**config.mk**
```make
export PLATFORM = sky130hd
export DESIGN_NAME = mem_bus_ctrl
export DESIGN_NICKNAME = d
export VERILOG_FILES = /design/src/rtl/mem_bus_ctrl.sv
export SDC_FILE = /design/constraint.sdc
export NUM_CORES = 1
export LEC_CHECK = 0
export CAP_MARGIN = 0
export CORE_MARGIN = 3
export CORE_UTILIZATION = 32
export CTS_BUF_LIST = sky130_fd_sc_hd__clkbuf_8 sky130_fd_sc_hd__clkbuf_16
export DETAILED_ROUTE_END_ITERATION = 10
export PLACE_DENSITY = 0.79
export SYNTH_ARGS = -nofsm -noshare
export SYNTH_HDL_FRONTEND = slang
export SYNTH_SLANG_ARGS = --single-unit
```
**constraint.sdc**
```tcl
create_clock -name clk -period 2.74 [get_ports clk]
set_input_delay 0.822 -clock clk [delete_from_list [all_inputs] [get_ports clk]]
set_output_delay 0.822 -clock clk [all_outputs]
set_load 0.005 [all_outputs]
```
**src/rtl/mem_bus_ctrl.sv**
```systemverilog
// mem_bus_ctrl: memory-bus controller between the CPU memory command outputs
// and a 256x16 synchronous RAM plus memory-mapped switches and LEDs.
// Hides the RAM's one-cycle registered read latency behind mem_ready/rd_valid.
// Optional feature macro: MEM_BUS_ERR_EN adds the bus_err pulse output.
module mem_bus_ctrl #(
  parameter int unsigned DATA_W = 16,
  parameter int unsigned ADDR_W = 9,
  parameter int unsigned RAM_AW = 8,
  parameter logic [ADDR_W-1:0] LED_ADDR = 9'h100,
  parameter logic [ADDR_W-1:0] SW_ADDR  = 9'h140
) (
  input  logic              clk,
  input  logic              reset,
  input  logic [1:0]        mem_cmd,
  input  logic [ADDR_W-1:0] mem_addr,
  input  logic [DATA_W-1:0] write_data,
  output logic              mem_ready,
  output logic [DATA_W-1:0] read_data,
  output logic              rd_valid,
  output logic [RAM_AW-1:0] ram_addr,
  output logic              ram_write,
  output logic [DATA_W-1:0] ram_din,
  input  logic [DATA_W-1:0] ram_dout,
  input  logic [7:0]        SW,
  output logic [7:0]        LEDR
`ifdef MEM_BUS_ERR_EN
  ,
  output logic              bus_err
`endif
);

  typedef enum logic [1:0] {
    MNONE  = 2'b00,
    MREAD  = 2'b01,
    MWRITE = 2'b10,
    MILL   = 2'b11
  } cmd_e;

  typedef enum logic {
    IDLE,
    RD_WAIT
  } state_e;

  state_e state, state_next;

  cmd_e cmd;
  logic is_ram, is_led, is_sw;
  logic acc_read, acc_write;
  logic led_write, io_read;
  logic err_access;

  // Address decode and command qualification.
  always_comb begin
    cmd      = cmd_e'(mem_cmd);
    is_ram   = (mem_addr[ADDR_W-1] == 1'b0);
    is_led   = (mem_addr == LED_ADDR);
    is_sw    = (mem_addr == SW_ADDR);
    ram_addr = mem_addr[RAM_AW-1:0];
    ram_din  = write_data;
  end

  // State register.
  always_ff @(posedge clk) begin
    if (reset) begin
      state <= IDLE;
    end else begin
      state <= state_next;
    end
  end

  // Next-state logic plus handshake and RAM write strobe.
  always_comb begin
    state_next = state;
    mem_ready  = 1'b0;
    acc_read   = 1'b0;
    acc_write  = 1'b0;
    ram_write  = 1'b0;
    led_write  = 1'b0;
    io_read    = 1'b0;
    err_access = 1'b0;
    unique case (state)
      IDLE: begin
        mem_ready = !reset;
        acc_read  = mem_ready && (cmd == MREAD);
        acc_write = mem_ready && (cmd == MWRITE);
        ram_write = acc_write && is_ram;
        led_write = acc_write && is_led;
        io_read   = acc_read && !is_ram;
        // Unmapped accesses, SW writes, LED reads and illegal commands.
        err_access = (mem_ready && (cmd == MILL))
                   || (acc_write && !is_ram && !is_led)
                   || (acc_read && !is_ram && !is_sw);
        if (acc_read && is_ram) begin
          state_next = RD_WAIT;
        end
      end
      RD_WAIT: begin
        state_next = IDLE;
      end
      default: begin
        state_next = IDLE;
      end
    endcase
  end

  // Read result, valid pulse and LED register.
  always_ff @(posedge clk) begin
    if (reset) begin
      read_data <= '0;
      rd_valid  <= 1'b0;
      LEDR      <= '0;
    end else begin
      rd_valid <= 1'b0;
      if (state == RD_WAIT) begin
        read_data <= ram_dout;
        rd_valid  <= 1'b1;
      end else begin
        if (led_write) begin
          LEDR <= write_data[7:0];
        end
        if (io_read) begin
          rd_valid  <= 1'b1;
          read_data <= is_sw ? {{(DATA_W-8){1'b0}}, SW} : '0;
        end
      end
    end
  end

`ifdef MEM_BUS_ERR_EN
  // One-cycle error pulse following each faulty accepted access.
  always_ff @(posedge clk) begin
    if (reset) begin
      bus_err <= 1'b0;
    end else begin
      bus_err <= err_access;
    end
  end
`else
  logic unused_err;
  always_comb unused_err = err_access;
`endif

endmodule

```
* Word-level counts from Yosys, hierarchy flattened
Cells that the tools add are included.
** Word-level totals
- Bits in writable memories :: 0
- Input port bits :: 53
- Latch bits :: 0
- Register bits :: 26
- ROM bits :: 0
- Memories :: 0
- Output and inout bits :: 51
- Logic and storage cells :: 30
** Cells by class
- Multiply operators :: 0
- Reductions and logical operators :: 9
- Add/subtract/negate cells :: 0
- Order comparisons :: 0
- Divide/modulo/power cells :: 0
- Bitwise operators :: 2
- Shifts and indexed selects :: 0
- Equal/unequal tests :: 4
- Mux-type cells :: 11
** Operators by type and width (count)
- $mux 16 :: 2
- $eq 9x9->1 const B :: 2
- $mux 8 :: 1
- $mux 1 :: 7
- $logic_and 1x1->1 :: 6
- $eq 2x1->1 const B :: 1
- $eq 2x2->1 const B :: 1
- $not 1->1 :: 2
- $pmux 1 s2 :: 1
- $reduce_and 2->1 :: 1
- $reduce_bool 2->1 :: 1
- $logic_not 1->1 :: 1

* Longest topological paths before layout
Gate-level depths: netlist (run 1).
- Depth after elaboration :: 6
- Gate-level depth with buffers :: 4
- Mapped depth without buffers :: 3

* Worst setup path after synthesis (run 1)
Ideal clock, no wire load.
- Kind :: input port to flip-flop
- Start :: input port mem_addr[2]
- End :: register LEDR[0]
- Setup slack :: 285 ps
- Stages :: 4
- Path buffers :: 1
- Required time :: 2619 ps
- Data arrival time :: 2333 ps
- Library setup time :: 121 ps
- Cell sequence :: or4_1 -> or4_1 -> buf_6 -> mux2_4
** On the way
- Word-level cells in the longest chain between the ends :: 4
** RTL lines
- from (decl) :: line 15 : input logic [ADDR_W-1:0] mem_addr,
- $eq 9x9->1 :: line 56 : is_led = (mem_addr == LED_ADDR);
- $logic_and 1x1->1 :: line 87 : led_write = acc_write && is_led;
- $mux 1 :: line 81 : unique case (state)
- $reduce_and 2->1 (no line)
- to (signal assigned) :: line 119 : LEDR <= write_data[7:0];
- to (decl) :: line 25 : output logic [7:0] LEDR
No other way between the ends.
A chain may end at the register's enable or synchronous reset.

* Worst setup path after layout (run 1)
- Start :: input port mem_addr[6]
- End :: output port ram_addr[6]
** RTL lines
- to (decl) :: line 20 : output logic [RAM_AW-1:0] ram_addr,
No word-level cell between the ends.

==> summary.json, run 1 <==
{
  "run_status": {
    "status": "finished, final reports clean"
  },
  "critical_path": {
    "regToRegEndpoint": "LEDR[2]$_SDFFE_PP0P_",
    "path_depth": 2,
    "crit_path_start": "mem_addr[6]",
    "setup.reg_to_reg.worst_slack_ps": 700,
    "ff2ff_path_depth": 5,
    "critical_path.max_fanout": 3,
    "cp_data_arrival_time_ps": 1850,
    "timing.critical_path.max_delay_family": "buffers and inverters",
    "cp.buffers_inverters": 2,
    "critical-path-top-cell-by-count": "clkdlybuf4s50_1",
    "critical_path.slowest_cell": "clkdlybuf4s50_1",
    "largest_stage_delay_on_the_critical_path_ps": 520,
    "crit_chain": "clkdlybuf4s50_1 > clkdlybuf4s50_1",
    "worst_setup_sp_type": "input port",
    "crit_type": "in2out",
    "launch_point_of_the_worst_reg_to_reg_path": "state$_SDFF_PN0_",
    "required_ps": 1920,
    "timing.critical_path.to": "ram_addr[6]",
    "worst_setup_path_end_kind": "output pin"
  },
  "floorplan": {
    "design.core.area_um2": 3740,
    "floorplan.initialDensity_pct": 33.9,
    "die-area_um2": 4760,
    "die_y_um": 69.0,
    "die_width_um": 69.0,
    "ports": 104,
    "floorplan.rows": 22
  },
  "cts": {
    "tritoncts_clock_tree": "yes",
    "worst_skew_pair.late_latency_ps": 270,
    "cts_num_sinks": 26,
    "number_of_buffers_inserted_during_clock_tree_synthesis": 3,
    "path_clk_slew_ps": 100,
    "cts-htree-levels": 1,
    "clk_root_buffer_cell": "clkbuf_8",
    "clockBufferDepth": 2,
    "hold_buffers": 0,
    "cts_setup_buffers": 0
  },
  "synthesis": {
    "synth.top_cell.area_share_pct": 41.0,
    "post-synth-top-area-cell": "dfxtp_1",
    "post_synth_main_area_contributors": "dfxtp_1 41%, buf_4 14%, mux2_4 8.3%",
    "number_of_flip_flops_and_latches_in_the_synthesized_netlist": 26,
    "synth_enable_flop_cells": 0,
    "async_set_or_reset_register_ratio_after_synthesis_pct": 0,
    "synth_cell_types": 23,
    "synthesis.yosys.warnings": 0,
    "synth-seq-area-share_pct": 41.0,
    "yosys.cell_count.top_type": "dfxtp_1",
    "synth_cells": 121,
    "avg_cell_area_syn_um2": 10.5,
    "netlist_area_um2": 1270,
    "synthTopCellsByCount": "26 x dfxtp_1, 24 x buf_4, 9 x mux2i_1, 9 x nor2b_1",
    "postSynth.topFlopCell": "dfxtp_1",
    "syn-num-nets": 174
  },
  "sta": {
    "relSlewSlack_pct": 55.9,
    "setup_viol": 0,
    "fin_crit_sh_pct": 97.4,
    "fin_ws_ps": 71.5,
    "grt_setup_unrepaired": "false",
    "finClkSkew_ps": 6.48,
    "slew_at_the_pin_with_the_worst_max_slew_slack_ps": 662,
    "finalCriticalPeriod_ps": 2670,
    "finalHoldWorstSlack_ps": 484,
    "slew_viol_final": 0,
    "hold_violations": 0,
    "max_freq_ghz": 0.375
  },
  "cells_and_area": {
    "seqCellArea_um2": 520,
    "diodes_inserted": 0,
    "area.growth.synth_to_final_pct": 70.1,
    "n_fill_cell": 327,
    "drive_above_1_share_pct": 14.0,
    "num-nets-final": 247,
    "multi_input_area_um2": 548
  },
  "global_routing": {
    "antenna_found_initial": 0,
    "grt_max_degree": 21,
    "grt_first_pass_wirelength_um": 5410,
    "vias_in_the_first_global_route": 1175,
    "grt_usage_pct": 14.9,
    "gr-total-overflow": 0
  },
  "hold_path": {
    "min-delay-path-class": "reg2reg"
  },
  "pwr": {
    "cellLeakagePower_nw": 0.908,
    "total_power_uw": 849,
    "cellPowerDensity_nw_per_um2": 393,
    "peakVddDrop_uv": 263
  },
  "route": {
    "detail_route.iter0.violations": 27,
    "remaining_drc_errors": 0,
    "antenna_violating_nets_post_route": 0,
    "routed_via_density": 4.54,
    "vias": 1094,
    "drt-pass1-iter-count": 4,
    "detail_route.wl_per_cell_um": 14.2,
    "finalWirelength_um": 3430
  },
  "placed_design": {
    "place_congestion": 0.775,
    "dp_slack_ps": -418,
    "dp_hpwl_um": 2720,
    "io_buffer_count": 87
  },
  "run": {
    "drv_cap": 0
  }
}
[layout make-up]
type	count	share of cell area, %
sequential	26	24.1
tap	48	2.78
multi-input combinational	64	25.4
clock buffer	3	1.91
clock inverter	1	1.39
timing repair buffer	98	44.3
inverter	1	0.174
[worst min-delay path, stage by stage (launching register included)]
cell      delay [ps]
dfxtp_1          320
nand2b_1          70
mux2i_1           60
[cell families after synthesis]
family / Yosys count / share of synthesized area (%)
buffers and inverters: 31 / 16.8
flip-flops: 26 / 41.0
AND/OR/NAND/NOR: 30 / 15.8
AO/OA/AOI/OAI: 18 / 11.0
multiplexers: 16 / 15.4
[where the power goes]
part           internal [mW]  switching, mW  leakage, nW
combinational          0.102         0.0431        0.662
clock                  0.195          0.122       0.0357
sequential             0.383        0.00280        0.210
[what timing repair did]
action	CTS	global route
resized for setup	7	4
setup endpoints to repair	2	9
pin swaps	0	0
[worst min path at each step]
stage | depth (start not counted) | start | endpoint | slack, ps
finish | 2 | LEDR[4]$_SDFFE_PP0P_ | LEDR[4]$_SDFFE_PP0P_ | 480
global route | 2 | LEDR[4]$_SDFFE_PP0P_ | LEDR[4]$_SDFFE_PP0P_ | 510
CTS | 2 | LEDR[4]$_SDFFE_PP0P_ | LEDR[4]$_SDFFE_PP0P_ | 490
detailed placement | 1 | read_data[9]$_SDFFE_PP0P_ | read_data[9]$_SDFFE_PP0P_ | 470
global placement | 2 | LEDR[4]$_SDFFE_PP0P_ | LEDR[4]$_SDFFE_PP0P_ | 460
floorplan | 2 | LEDR[4]$_SDFFE_PP0P_ | LEDR[4]$_SDFFE_PP0P_ | 470
[layer usage]
metal	GRT usage (%)	vias to the layer above	share of wire, %
met4	4.14	0	0.32
li1	-	548	-
met2	26.7	48	53
met1	17.5	496	39
met5	0	-	0
met3	3.40	2	7.6
[flip-flops by register name (all words and copies together), names as in the netlist]
signal     flops
rd_valid       1
LEDR           8
read_data     16
state          1
[metrics by stage]
step	setup TNS (ps)	util (%)	area (µm²)	std cells
global placement	-2030	55.4	2070	237
CTS	0	57.4	2150	241
detailed placement	-2200	55.4	2070	237
finish	0	57.7	2160	241
floorplan	0	-	1270	121
global route	0	57.7	2160	241
[cells in the final DEF (no fill, tap or decap), types with 2 or more instances in the layout]
master and instances:
or4b_1 2, buf_6 2, nor3_1 8, mux2i_1 9, clkdlybuf4s50_1 84, a21o_1 8
a21oi_1 2, nand2b_1 2, a22o_1 8, buf_4 9, dfxtp_1 26, clkbuf_8 3
mux2_4 7, nor2b_1 9
(Power assumes the default switching activity.)
==> run 2, diff against run 1 <==
--- a/config.mk
+++ b/config.mk
@@ -7,10 +7,10 @@
 export LEC_CHECK = 0
 export CAP_MARGIN = 0
 export CORE_MARGIN = 3
-export CORE_UTILIZATION = 32
+export CORE_UTILIZATION = 39
 export CTS_BUF_LIST = sky130_fd_sc_hd__clkbuf_8 sky130_fd_sc_hd__clkbuf_16
 export DETAILED_ROUTE_END_ITERATION = 10
-export PLACE_DENSITY = 0.79
+export DONT_BUFFER_PORTS = 1
 export SYNTH_ARGS = -nofsm -noshare
 export SYNTH_HDL_FRONTEND = slang
 export SYNTH_SLANG_ARGS = --single-unit
==> constraint.sdc (replaced) <==
create_clock -name clk -period 2.63 [get_ports clk]
set_input_delay 0.789 -clock clk [delete_from_list [all_inputs] [get_ports clk]]
set_output_delay 0.789 -clock clk [all_outputs]
set_load 0.005 [all_outputs]
==> run 2 against run 1 <==
Die area is 16% lower. Utilization fell by 18 points. Critical path depth unchanged. Clock power up 5%. Clock skew about the same. Non-clock buffer count down 94. Combinational power fell by 82%. Register-to-register slack improved by 90 ps. Wire length shrank 24%.
==> summary.json, run 2 (synthesis results as in run 1) <==
{
  "critical_path": {
    "ff2ff_path_depth": 4,
    "crit_chain": "or2_2 > nor4b_1",
    "critical_path.slowest_cell": "nor4b_1",
    "cp.buffers_inverters": 0,
    "crit_type": "in2out",
    "regToRegEndpoint": "LEDR[6]$_SDFFE_PP0P_",
    "timing.critical_path.max_delay_family": "simple AND/OR/NAND/NOR gates",
    "setup.reg_to_reg.worst_slack_ps": 790,
    "required_ps": 1840,
    "cp_data_arrival_time_ps": 1460,
    "crit_path_start": "reset",
    "worst_setup_path_end_kind": "output pin",
    "launch_point_of_the_worst_reg_to_reg_path": "state$_SDFF_PN0_",
    "largest_stage_delay_on_the_critical_path_ps": 360,
    "critical_path.max_fanout": 21,
    "worst_setup_sp_type": "input port"
  },
  "cts": {
    "tritoncts_clock_tree": "yes",
    "cts_num_sinks": 26,
    "path_clk_slew_ps": 90,
    "clockBufferDepth": 2,
    "cts_setup_buffers": 0,
    "clk_root_buffer_cell": "clkbuf_8",
    "cts-htree-levels": 1,
    "number_of_buffers_inserted_during_clock_tree_synthesis": 3,
    "hold_buffers": 0,
    "worst_skew_pair.late_latency_ps": 270,
    "post_cts_resized": 0
  },
  "global_routing": {
    "gr-total-overflow": 0,
    "grt_first_pass_wirelength_um": 3990,
    "grt_usage_pct": 13.0,
    "antenna_found_initial": 0,
    "vias_in_the_first_global_route": 798,
    "grt_max_degree": 22
  },
  "route": {
    "drt-pass1-iter-count": 4,
    "detail_route.wl_per_cell_um": 18.2,
    "remaining_drc_errors": 0,
    "detail_route.iter0.violations": 11,
    "vias": 770,
    "finalWirelength_um": 2600,
    "antenna_violating_nets_post_route": 0,
    "routed_via_density": 5.38
  },
  "run_status": {
    "status": "finished, final reports clean"
  },
  "placed_design": {
    "dp_hpwl_um": 1990,
    "io_buffer_count": 0,
    "post-place-cells": 139,
    "placed_cell_area_um2": 1140,
    "place_congestion": 0.657
  },
  "cells_and_area": {
    "layout.cells.most_common": "dfxtp_1",
    "drive_above_1_share_pct": 17.2,
    "area.growth.synth_to_final_pct": -4.24,
    "top_regs": "read_data x16, LEDR x8",
    "seqCellArea_um2": 520,
    "instances_no_fill": 143,
    "num-nets-final": 153,
    "number_of_flip_flops_under_the_largest_register_name": 16,
    "final_cell_mix": "26 x dfxtp_1, 9 x nor2b_1, 9 x mux2i_1",
    "multi_input_area_um2": 536,
    "layout.cell_area.non_filler_um2": 1220,
    "top_register": "read_data",
    "diodes_inserted": 0,
    "n_fill_cell": 304
  },
  "pwr": {
    "cellLeakagePower_nw": 0.529,
    "cellPowerDensity_nw_per_um2": 627,
    "peakVddDrop_uv": 227,
    "total_power_uw": 762
  },
  "hold_path": {
    "timing.hold.worst.start": "LEDR[4]$_SDFFE_PP0P_",
    "min_to": "LEDR[4]$_SDFFE_PP0P_",
    "hold_depth": 2,
    "min-delay-path-class": "reg2reg"
  },
  "floorplan": {
    "die_width_um": 63.1,
    "floorplan.initialDensity_pct": 41.3,
    "die-area_um2": 3980,
    "die_y_um": 63.1,
    "ports": 104,
    "design.core.area_um2": 3080,
    "floorplan.rows": 20
  },
  "sta": {
    "slew_viol_final": 0,
    "fin_crit_sh_pct": 85.4,
    "grt_setup_unrepaired": "false",
    "max_freq_ghz": 0.445,
    "finalCriticalPeriod_ps": 2250,
    "setup_viol": 0,
    "finClkSkew_ps": 6.82,
    "final_sum_of_negative_setup_slack_ps": 0,
    "relSlewSlack_pct": 56.0,
    "hold_violations": 0,
    "slew_at_the_pin_with_the_worst_max_slew_slack_ps": 660
  },
  "run": {
    "drv_cap": 0
  }
}
## run 2: changes by cell type in the layout (fill, tap and decap cells not counted), sizes merged
| cell | change |
|---|---|
| clkdlybuf4s50 | -84 |
| buf | -8 |
| dlygate4sd2 | -1 |
| dlymetal6s2s | -1 |
## run 2: worst max path at each step
stage	end	slack, ps	depth (start not counted)
final	ram_write	380	2
after global routing	ram_write	360	2
after CTS	ram_write	390	2
after detailed placement	LEDR[3]$_SDFFE_PP0P_	150	4
after global placement	LEDR[0]$_SDFFE_PP0P_	150	4
after floorplan	LEDR[0]$_SDFFE_PP0P_	210	4
## run 2: final cells by class
| cell class | instances | share of cell area, % |
|---|---|---|
| inverters | 1 | 0.309 |
| clock buffers | 3 | 3.40 |
| repair buffers | 4 | 2.47 |
| flip-flops and latches | 26 | 42.8 |
| well taps | 44 | 4.53 |
| multi-input cells | 64 | 44.0 |
| clock inverters | 1 | 2.47 |
## run 2: layer usage
layer	up-vias	GRT usage, %	part of all wire [%]
met5	-	0	0
li1	356	-	-
met2	45	21.6	48
met1	358	13.6	37
met3	11	6.06	12
met4	0	6.61	2.3
## run 2: where the power goes
part / switching (mW) / internal (mW) / total [mW]
clock network: 0.128 / 0.204 / 0.332
logic: 0.0130 / 0.0135 / 0.0265
registers: 0.00441 / 0.399 / 0.403
total: 0.146 / 0.616 / 0.762
## run 2: metrics by stage
step	hold slack, ps	setup slack (ps)	util [%]
final	519	384	39.5
after global routing	530	356	39.5
after CTS	520	389	39.5
after detailed placement	498	145	37.2
after global placement	489	145	37.2
after floorplan	469	208	-
